File: src/rtl/pong_rally_ctrl.sv
// Pong rally sequencer: detects wall, paddle and goal events on the ball position and
// issues held bounce commands to the ball engine, keeps score and times the serve pause.
module pong_rally_ctrl #(
   parameter int unsigned SCREEN_X     = 640,
   parameter int unsigned SCREEN_Y     = 480,
   parameter int unsigned BALL_SIZE    = 12,
   parameter int unsigned PAD_W        = 8,
   parameter int unsigned PAD_H        = 64,
   parameter int unsigned LPAD_X       = 20,
   parameter int unsigned RPAD_X       = 620,
   parameter int unsigned WALL_T       = 2,
   parameter int unsigned SERVE_CYCLES = 25000000,
   parameter int unsigned WIN_SCORE    = 9
) (
   input  logic       clock,
   input  logic       reset,
   input  logic       start,
   input  logic [9:0] ball_x,
   input  logic [9:0] ball_y,
   input  logic [9:0] paddle_l_y,
   input  logic [9:0] paddle_r_y,
   output logic [1:0] bounce,
   output logic [3:0] score_l,
   output logic [3:0] score_r,
   output logic       point_l,
   output logic       point_r,
   output logic       game_over
);

   typedef enum logic [2:0] {S_IDLE, S_SERVE, S_PLAY, S_HOLD, S_GAME_OVER} state_t;

   localparam logic [1:0]  CMD_NONE  = 2'b00;
   localparam logic [1:0]  CMD_PAD   = 2'b01;
   localparam logic [1:0]  CMD_WALL  = 2'b10;
   localparam logic [1:0]  CMD_SERVE = 2'b11;

   localparam logic [10:0] BSZ       = 11'(BALL_SIZE);
   localparam logic [10:0] PH        = 11'(PAD_H);
   localparam logic [10:0] WALL_LO   = 11'(WALL_T);
   localparam logic [10:0] WALL_HI   = 11'(SCREEN_Y - WALL_T);
   localparam logic [10:0] PAD_L_LO  = 11'(LPAD_X);
   localparam logic [10:0] PAD_L_HI  = 11'(LPAD_X + PAD_W);
   localparam logic [10:0] PAD_R_LO  = 11'(RPAD_X);
   localparam logic [10:0] PAD_R_HI  = 11'(RPAD_X + PAD_W);
   localparam logic [10:0] GOAL_X    = 11'(SCREEN_X);
   localparam logic [24:0] SERVE_END = 25'(SERVE_CYCLES - 1);
   localparam logic [3:0]  WIN       = 4'(WIN_SCORE);

   state_t      state, state_d;
   logic [1:0]  bounce_d;
   logic [3:0]  score_l_d, score_r_d;
   logic        point_l_d, point_r_d, game_over_d;
   logic [24:0] serve_cnt, serve_cnt_d;
   logic        mask_pad, mask_pad_d, mask_wall, mask_wall_d;
   logic [9:0]  lat_x, lat_x_d, lat_y, lat_y_d;

   // Sums are widened to 11 bits so edge-of-screen positions never wrap.
   logic [10:0] bx, by, bx_end, by_end, pl_top, pr_top, pl_bot, pr_bot;
   logic        hit_wall, hit_pad_l, hit_pad_r, hit_pad, goal_l, goal_r, moved;

   assign bx     = {1'b0, ball_x};
   assign by     = {1'b0, ball_y};
   assign bx_end = bx + BSZ;
   assign by_end = by + BSZ;
   assign pl_top = {1'b0, paddle_l_y};
   assign pr_top = {1'b0, paddle_r_y};
   assign pl_bot = pl_top + PH;
   assign pr_bot = pr_top + PH;

   assign hit_wall  = (by <= WALL_LO) || (by_end >= WALL_HI);
   assign hit_pad_l = (bx <= PAD_L_HI) && (bx > PAD_L_LO) && (by_end > pl_top) && (by < pl_bot);
   assign hit_pad_r = (bx_end >= PAD_R_LO) && (bx_end < PAD_R_HI) && (by_end > pr_top) && (by < pr_bot);
   assign hit_pad   = hit_pad_l || hit_pad_r;
   assign goal_r    = bx_end >= GOAL_X;
   assign goal_l    = ball_x == 10'd0;
   assign moved     = (ball_x != lat_x) || (ball_y != lat_y);

   // NOTE: sequential state uses non-blocking assignments so every register samples
   // the pre-edge values regardless of statement order.
   always_ff @(posedge clock) begin
      if (reset) begin
         state     <= S_IDLE;
         bounce    <= CMD_SERVE;
         score_l   <= '0;
         score_r   <= '0;
         point_l   <= 1'b0;
         point_r   <= 1'b0;
         game_over <= 1'b0;
         serve_cnt <= '0;
         mask_pad  <= 1'b0;
         mask_wall <= 1'b0;
         lat_x     <= '0;
         lat_y     <= '0;
      end else begin
         state     <= state_d;
         bounce    <= bounce_d;
         score_l   <= score_l_d;
         score_r   <= score_r_d;
         point_l   <= point_l_d;
         point_r   <= point_r_d;
         game_over <= game_over_d;
         serve_cnt <= serve_cnt_d;
         mask_pad  <= mask_pad_d;
         mask_wall <= mask_wall_d;
         lat_x     <= lat_x_d;
         lat_y     <= lat_y_d;
      end
   end

   // NOTE: every signal gets a default before the case so no path leaves one
   // unassigned, which would infer a latch.
   always_comb begin
      state_d     = state;
      bounce_d    = bounce;
      score_l_d   = score_l;
      score_r_d   = score_r;
      point_l_d   = 1'b0;
      point_r_d   = 1'b0;
      game_over_d = game_over;
      serve_cnt_d = serve_cnt;
      mask_pad_d  = mask_pad && hit_pad;
      mask_wall_d = mask_wall && hit_wall;
      lat_x_d     = lat_x;
      lat_y_d     = lat_y;

      case (state)
         S_IDLE: begin
            bounce_d = CMD_SERVE;
            if (start) begin
               state_d     = S_SERVE;
               serve_cnt_d = '0;
            end
         end
         S_SERVE: begin
            bounce_d = CMD_SERVE;
            if (serve_cnt == SERVE_END) begin
               state_d     = S_PLAY;
               bounce_d    = CMD_NONE;
               serve_cnt_d = '0;
               mask_pad_d  = 1'b0;
               mask_wall_d = 1'b0;
            end else begin
               serve_cnt_d = serve_cnt + 25'd1;
            end
         end
         S_PLAY: begin
            bounce_d = CMD_NONE;
            lat_x_d  = ball_x;
            lat_y_d  = ball_y;
            if (goal_r) begin
               score_l_d = (score_l == WIN) ? score_l : score_l + 4'd1;
               point_l_d = 1'b1;
               bounce_d  = CMD_SERVE;
               state_d   = S_HOLD;
            end else if (goal_l) begin
               score_r_d = (score_r == WIN) ? score_r : score_r + 4'd1;
               point_r_d = 1'b1;
               bounce_d  = CMD_SERVE;
               state_d   = S_HOLD;
            end else if (hit_pad && !mask_pad) begin
               bounce_d = CMD_PAD;
               state_d  = S_HOLD;
            end else if (hit_wall && !mask_wall) begin
               bounce_d = CMD_WALL;
               state_d  = S_HOLD;
            end
         end
         S_HOLD: begin
            // The held command itself tells which class of event is being consumed.
            if (moved) begin
               case (bounce)
                  CMD_PAD: begin
                     mask_pad_d = 1'b1;
                     bounce_d   = CMD_NONE;
                     state_d    = S_PLAY;
                  end
                  CMD_WALL: begin
                     mask_wall_d = 1'b1;
                     bounce_d    = CMD_NONE;
                     state_d     = S_PLAY;
                  end
                  default: begin
                     if (score_l == WIN || score_r == WIN) begin
                        state_d     = S_GAME_OVER;
                        game_over_d = 1'b1;
                     end else begin
                        state_d     = S_SERVE;
                        serve_cnt_d = '0;
                     end
                  end
               endcase
            end
         end
         S_GAME_OVER: begin
            bounce_d    = CMD_SERVE;
            game_over_d = 1'b1;
            if (start) begin
               score_l_d   = '0;
               score_r_d   = '0;
               game_over_d = 1'b0;
               state_d     = S_SERVE;
               serve_cnt_d = '0;
            end
         end
         default: state_d = S_IDLE;
      endcase
   end

endmodule

File: config.mk
export PLATFORM = sky130hd
export DESIGN_NAME = pong_rally_ctrl
export DESIGN_NICKNAME = d
export VERILOG_FILES = /design/src/rtl/pong_rally_ctrl.sv
export SDC_FILE = /design/constraint.sdc
export NUM_CORES = 1
export LEC_CHECK = 0
export BUFFER_PORTS_ARGS = -buffer_cell sky130_fd_sc_hd__buf_2
export CAP_MARGIN = 5
export CELL_PAD_IN_SITES_DETAIL_PLACEMENT = 0
export CELL_PAD_IN_SITES_GLOBAL_PLACEMENT = 1
export CORE_AREA = 2 2 105 107
export CTS_BUF_LIST = sky130_fd_sc_hd__clkbuf_4
export CTS_CLUSTER_DIAMETER = 100
export DETAILED_ROUTE_END_ITERATION = 10
export DIE_AREA = 0 0 107 109
export GPL_ROUTABILITY_DRIVEN = 0
export PLACE_DENSITY = 0.9
export SYNTH_ARGS = -nofsm -noshare
export SYNTH_HDL_FRONTEND = slang
export SYNTH_SLANG_ARGS = --single-unit
File: constraint.sdc
create_clock -name clock -period 3 [get_ports clock]
set_input_delay 0.3 -clock clock [delete_from_list [all_inputs] [get_ports clock]]
set_output_delay 0.3 -clock clock [all_outputs]
set_load 0.01 [all_outputs]
==> results.txt, run 1 <==
Netlist cell types: 67
post-cts resize count: 0
most common cell in the netlist: nand2_1
Crit. End Element: register
Final Cycle Share: 85.9%
Yosys top cell by area: dfxtp_1
Post-synth EDFFs: 0
CTS tree: yes
# fillers: 1075
WHS Path Cells: 3
PD cells: 341 nW/um2
Slew HR: 26.6%
fmax: 388 MHz
minimum clock period: 2.58 ns
Wirelength per Cell: 14.5 um
PortBufs: 55
status: complete, no violations
starting density of the core: 43.4%
final hold vios: 0
area growth from synthesis to layout: 12.0%
worst reg-to-reg setup slack: 0.42 ns
DR iter-0 viols: 184
vias in the first global route: 4064
Seq cells post-synth: 63
clk slew on worst S/H paths: 0.10 ns
Max-cap violations: 0
Hold Path End: lat_y[0]$_SDFFE_PP0P_
CTS Buf Count: 9
crit path kind: register to register
drt total wl: 11400 um
Clock Sinks: 63
Peak VDD IR: 0.000202 V
share of the synthesized area in the top cell type: 27.4%
CTS Hold Bufs: 0
number of antenna diodes: 0
min-delay worst type: input pin to register
nature of the critical path startpoint: register
Tightest Pin Transition: 1.10 ns
Mean Syn Cell Area: 7.84 um2
Vias/cell: 5.42
Root Buffer: clkbuf_4
vias: 4262
Clk Latency, worst-skew pair: 0.41 ns
Post-CTS Setup Bufs: 0
post-DP HPWL: 8870 um
share of cells above drive strength 1: 15.5%
largest net degree at the start of global routing: 33
syn_nets: 680
worst setup margin: 0.424 ns
Residual DRC: 0
required time worst endpoint: 3.29 ns
Place WS: 0.0130 ns
first-pass GRT wire length: 19300 um
Total Routing Usage GR: 20.6%
Seq/Total Area, Yosys: 27.4%
CTS max path bufs: 2
Die Wd: 107 um
final antenna-violating net count: 0
Clock Skews: 0.0139 ns
worst r2r src: bounce[0]$_SDFFE_PP1P_
Overflow after GRT: 0
RR Endpoint: serve_cnt[22]$_SDFFE_PP0P_
worst-path fanout max: 19
# nets final: 735
main area contributors after synthesis: dfxtp_1, ha_1, nand2_1, xnor2_1, xor2_1
H-tree depth: 3
WP data arrival: 2.87 ns
drt first pass iters: 4
RSZ-0062 raised after global routing: no
row cnt: 38
Die Span Y: 109 um
Max Slew Vio Count: 0
final total power: 1760 uW
LEAKAGE: 0.00216 uW
final setup fails: 0
Synth Flop Type: dfxtp_1
initial antenna violation count: 0
Cells after Synth: 587
DIE AREA: 11700 um2
beginning of the worst hold path: ball_y[0]
Reg2Reg Depth: 8
fraction of registers with async set/reset: 0%
Fin Setup TNS: 0 ns
Yosys Warn Count: 0
core footprint: 10600 um2
io pins: 56
Mapped Area: 4600 um2
Synth top cells by count: nand2_1, dfxtp_1, nor2_1
-- layer usage --
layer / vias to the layer above / track usage [%] / wire length (um)
li1: 2169 / - / -
met2: 68 / 34.9 / 5440
met1: 2008 / 26.5 / 5400
met5: - / 0 / 0
met4: 0 / 5.84 / 172
met3: 17 / 4.18 / 437
-- cells by family after synthesis --
logic type | Yosys count | share of synthesized area, %
simple gates | 250 | 27.1
compound gates | 100 | 14.1
buf+inv | 63 | 6.06
flops | 63 | 27.4
xor+xnor | 56 | 10.7
fa+ha+maj | 50 | 13.6
mux | 5 | 1.09
-- worst max-delay path by stage --
stage / from / to / slack [ns] / depth (start not counted)
final: bounce[0]$_SDFFE_PP1P_ / serve_cnt[22]$_SDFFE_PP0P_ / 0.42 / 8
after floorplan: ball_y[5] / bounce[0]$_SDFFE_PP1P_ / 0.35 / 12
after global placement: ball_y[2] / bounce[0]$_SDFFE_PP1P_ / 0.04 / 13
after global routing: ball_y[2] / bounce[0]$_SDFFE_PP1P_ / 0.18 / 13
after detailed placement: ball_y[2] / bounce[0]$_SDFFE_PP1P_ / 0.01 / 13
after CTS: score_r[1]$_SDFFE_PP0P_ / serve_cnt[22]$_SDFFE_PP0P_ / 0.43 / 9
-- power breakdown --
| part | switching (uW) | total [uW] | internal (uW) | leakage, uW |
|---|---|---|---|---|
| sequential | 4.38 | 843 | 839 | 0.000508 |
| clock | 302 | 568 | 266 | 0.0000780 |
| combinational | 209 | 348 | 139 | 0.00157 |
| total | 515 | 1760 | 1240 | 0.00216 |
-- sequential cells by signal (all words and copies together) (netlist names) --
name       count
point_l        1
mask_wall      1
mask_pad       1
serve_cnt     25
game_over      1
bounce         2
score_r        4
state          3
score_l        4
lat_x         10
lat_y         10
point_r        1
-- final cells by class --
class | count | area, um2 | area share [%]
clock buffers | 11 | 82.6 | 1.60
clock inverters | 5 | 48.8 | 0.947
repair buffers | 68 | 373 | 7.24
multi-input cells | 461 | 3070 | 59.5
flip-flops and latches | 63 | 1260 | 24.5
inverters | 39 | 146 | 2.84
well taps | 140 | 175 | 3.40
-- through the flow --
step           hold slack [ns]  utilization, %  instances  instance area [um2]
3_5_place_dp             0.459            47.4        771                 5020
3_3_place_gp             0.454            47.4        771                 5020
5_1_grt                  0.166            48.6        787                 5150
2_1_floorplan            0.436               -        587                 4600
4_1_cts                  0.129            48.6        787                 5150
6_report                 0.157            48.6        787                 5150
-- cell usage in the layout (no fill, tap or decap), types with 8 or more instances in the layout --
cell type,Yosys,final
a21oi_1,44,44
and3_1,8,8
buf_2,9,55
buf_4,0,13
clkbuf_4,0,11
dfxtp_1,63,63
ha_1,50,50
inv_1,39,39
nand2_1,74,74
nand3_1,40,40
nand4_1,15,15
nor2_1,55,55
o21ai_0,11,11
xnor2_1,29,29
xor2_1,27,27
-- worst max-delay path: stages (launching register included) --
cell and delay, ns:
dfxtp_1 0.39, inv_1 0.06, ha_1 0.34, nand3_1 0.12
a22o_1 0.23, a31oi_2 0.86, nand4_1 0.20, xor2_1 0.20
nor2_1 0.06
(Power assumes the default switching activity.)
==> inputs of run 2 (changes only) <==
CAP_MARGIN = not set   (was 5)
SETUP_SLACK_MARGIN = 0.5   (was not set)
==> run 2 against run 1 <==
Net effect: power increased by 4.6%; worst hold slack got worse by 0.017 ns; first-iteration DRC count increased by 36%; clock power up 14%; highest routed layer unchanged; via count grew 0.28%; clock-buffer cell count decreased by 2; cell count decreased by 0.25%; clock skew is 0.0081 ns lower; register-to-register slack improved by 0.22 ns; non-clock buffer count fell by 2; utilization grew 0.65 points; critical endpoint is now mask_pad$_SDFF_PP0_.
==> results.txt, run 2 (synthesis results as in run 1) <==
RSZ-0062 raised after global routing: yes
worst-path fanout max: 8 (-11)
crit path launch: ball_y[6]
worst r2r src: serve_cnt[6]$_SDFFE_PP0P_
Residual DRC: 0 (unchanged)
Final Cycle Share: 81.6% (-4.2 points)
DR iter-0 viols: 251 (+36%)
Gate power share: 19.0% (-0.8 points)
required time worst endpoint: 3.33 ns (+0.04 ns)
final antenna-violating net count: 0 (unchanged)
commonest non-fill, non-tap cell in the layout: nand2_1
Crit. End Element: register
Worst Path Buf+Inv: 2 (+1)
Slew HR: 56.8% (+30 points)
PortBufs: 55 (unchanged)
Placed Area: 5000 um2 (-0.47%)
WP data arrival: 2.78 ns (-0.09 ns)
RR Endpoint: serve_cnt[7]$_SDFFE_PP0P_
Crit path largest cell delay: 0.38 ns (-0.48 ns)
CTS Hold Bufs: 0 (unchanged)
CP Depth: 13 (+5)
Reg2Reg Depth: 7 (-1)
Final Util: 49.2% (+0.65 points)
CTS Buf Count: 9 (unchanged)
Max Slew Vio Count: 0 (unchanged)
status: complete, no violations
nature of the critical path startpoint: input pin
register share of total power: 45.8% (-2.1 points)
initial antenna violation count: 0 (unchanged)
Sw Pwr: 533 uW (+3.4%)
Peak VDD IR: 0.000239 V (+18%)
most frequent cells in the layout: nand2_1, dfxtp_1, nor2_1
Clk Latency, worst-skew pair: 0.42 ns (about the same)
met1 Usage GRT: 24.7% (-1.8 points)
Clock Skews: 0.00588 ns (-0.00806 ns)
core footprint: 10600 um2 (unchanged)
Root Buffer: clkbuf_4
row cnt: 38 (unchanged)
Critical Path, Cell by Cell: buf_2 -> nand4_1 -> nor3b_2 -> xor2_1 -> ha_1 -> nand3_1 -> or3_1 -> o22ai_1 -> nor4_2 -> buf_4 -> nand2_1 -> a21oi_1 -> a31o_2
Vias/cell: 5.44 (+0.54%)
end of the critical path: mask_pad$_SDFF_PP0_
# fillers: 1049 (-2.4%)
CTS max path bufs: 2 (unchanged)
Die Wd: 107 um (unchanged)
Most Crowded Layer GR: met2
Clock Sinks: 63 (unchanged)
H-tree depth: 3 (unchanged)
io pins: 56 (unchanged)
drt total wl: 11500 um (+0.49%)
Finished Cell Area: 5220 um2 (+1.3%)
starting density of the core: 43.4% (unchanged)
crit path kind: input pin to register
family with the most delay on the worst path: simple AND/OR/NAND/NOR gates
Fin Setup TNS: 0 ns (unchanged)
Overflow after GRT: 0 (unchanged)
Max-cap violations: 0 (unchanged)
minimum clock period: 2.45 ns (-0.126 ns)
LEAKAGE: 0.00216 uW (about the same)
Top reg by flops: serve_cnt
Die Span Y: 109 um (unchanged)
vias in the first global route: 4129 (+1.6%)
min-delay worst type: input pin to register
met2 usage: 36.4% (+1.5 points)
top flop regs: serve_cnt x25, lat_x x10, lat_y x10
fmax: 408 MHz (+5.2%)
Wirelength per Cell: 14.6 um (+0.75%)
post-DP HPWL: 8850 um (-0.27%)
clk slew on worst S/H paths: 0.10 ns (about the same)
met3 usage: 4.84% (+0.66 points)
number of antenna diodes: 0 (unchanged)
vias: 4274 (+0.28%)
area growth from synthesis to layout: 13.5%
first-pass GRT wire length: 19200 um (-0.43%)
final hold vios: 0 (unchanged)
share of cells above drive strength 1: 16.3% (+0.82 points)
Total Routing Usage GR: 20.8% (+0.21 points)
number of flip-flops under the largest register name: 25 (unchanged)
PD cells: 352 nW/um2 (+3.2%)
final setup fails: 0 (unchanged)
DIE AREA: 11700 um2 (unchanged)
critical path's slowest cell: or3_1
Switching Share: 28.9% (-0.34 points)
internal power: 1310 uW (+5.1%)
CTS tree: yes
largest net degree at the start of global routing: 33 (unchanged)
Tightest Pin Transition: 0.648 ns (-0.450 ns)
# nets final: 733 (-0.27%)
Clock power frac: 35.2% (+2.9 points)
worst reg-to-reg setup slack: 0.64 ns (+0.22 ns)
drt first pass iters: 4 (unchanged)
## run 2: cell count changes in the layout (fill, tap and decap cells not counted), sizes merged
cell      change
clkinv        -1
clkinvlp      +2
clkbuf        -1
buf           -3
bufinv        +1
## run 2: worst min path at each step
| stage | startpoint | endpoint | slack (ns) | depth (start not counted) |
|---|---|---|---|---|
| finish | ball_x[0] | lat_x[0]$_SDFFE_PP0P_ | 0.14 | 3 |
| global route | ball_x[0] | lat_x[0]$_SDFFE_PP0P_ | 0.13 | 3 |
| CTS | ball_x[0] | lat_x[0]$_SDFFE_PP0P_ | 0.11 | 3 |
| detailed placement | lat_y[5]$_SDFFE_PP0P_ | lat_y[5]$_SDFFE_PP0P_ | 0.46 | 2 |
| global placement | lat_x[6]$_SDFFE_PP0P_ | lat_x[6]$_SDFFE_PP0P_ | 0.45 | 2 |
| floorplan | ball_x[0] | lat_x[0]$_SDFFE_PP0P_ | 0.44 | 2 |
## run 2: routing by layer
layer  vias up  routed length, um
met2        83               5630
met4         0                269
met3        24                440
met1      2008               5160
met5         -                  0
li1       2159                  -
## run 2: layout make-up
class	count	area [um2]	area share (%)
Clock buffer	9	67.6	1.29
Sequential cell	63	1260	24.2
Tap cell	140	175	3.35
Timing Repair Buffer	66	363	6.95
Clock inverter	7	87.6	1.68
Inverter	39	146	2.80
Multi-Input combinational cell	461	3120	59.8
## run 2: repair_timing
| action | in CTS | in global routing |
|---|---|---|
| buffers inserted | 0 | 4 |
| resized for setup | 0 | 11 |
| endpoints found under the setup margin | 0 | 7 |
## run 2: power by group through the flow
stage / combinational, uW / sequential, uW / clock (uW)
5_1_grt: 393 / 845 / 704
2_1_floorplan: 241 / 860 / 0
6_report: 350 / 843 / 647
4_1_cts: 340 / 843 / 671
3_3_place_gp: 329 / 862 / 0
3_5_place_dp: 339 / 863 / 0
## run 2: metrics by stage
step	cells	power (uW)	hold slack, ns	setup slack (ns)
after floorplan	587	1100	0.436	0.513
after global placement	765	1190	0.455	0.219
after detailed placement	765	1200	0.462	0.111
after CTS	781	1850	0.108	0.589
after global routing	785	1940	0.133	0.494
final	785	1840	0.140	0.551
## run 2: worst reg2reg max path: stages (launching register included)
cell,delay (ns)
dfxtp_1,0.37
or4_1,0.54
or4_4,0.44
nor3_4,0.26
or3_2,0.24
nand2_4,0.07
nand2_4,0.23
nor2_1,0.10
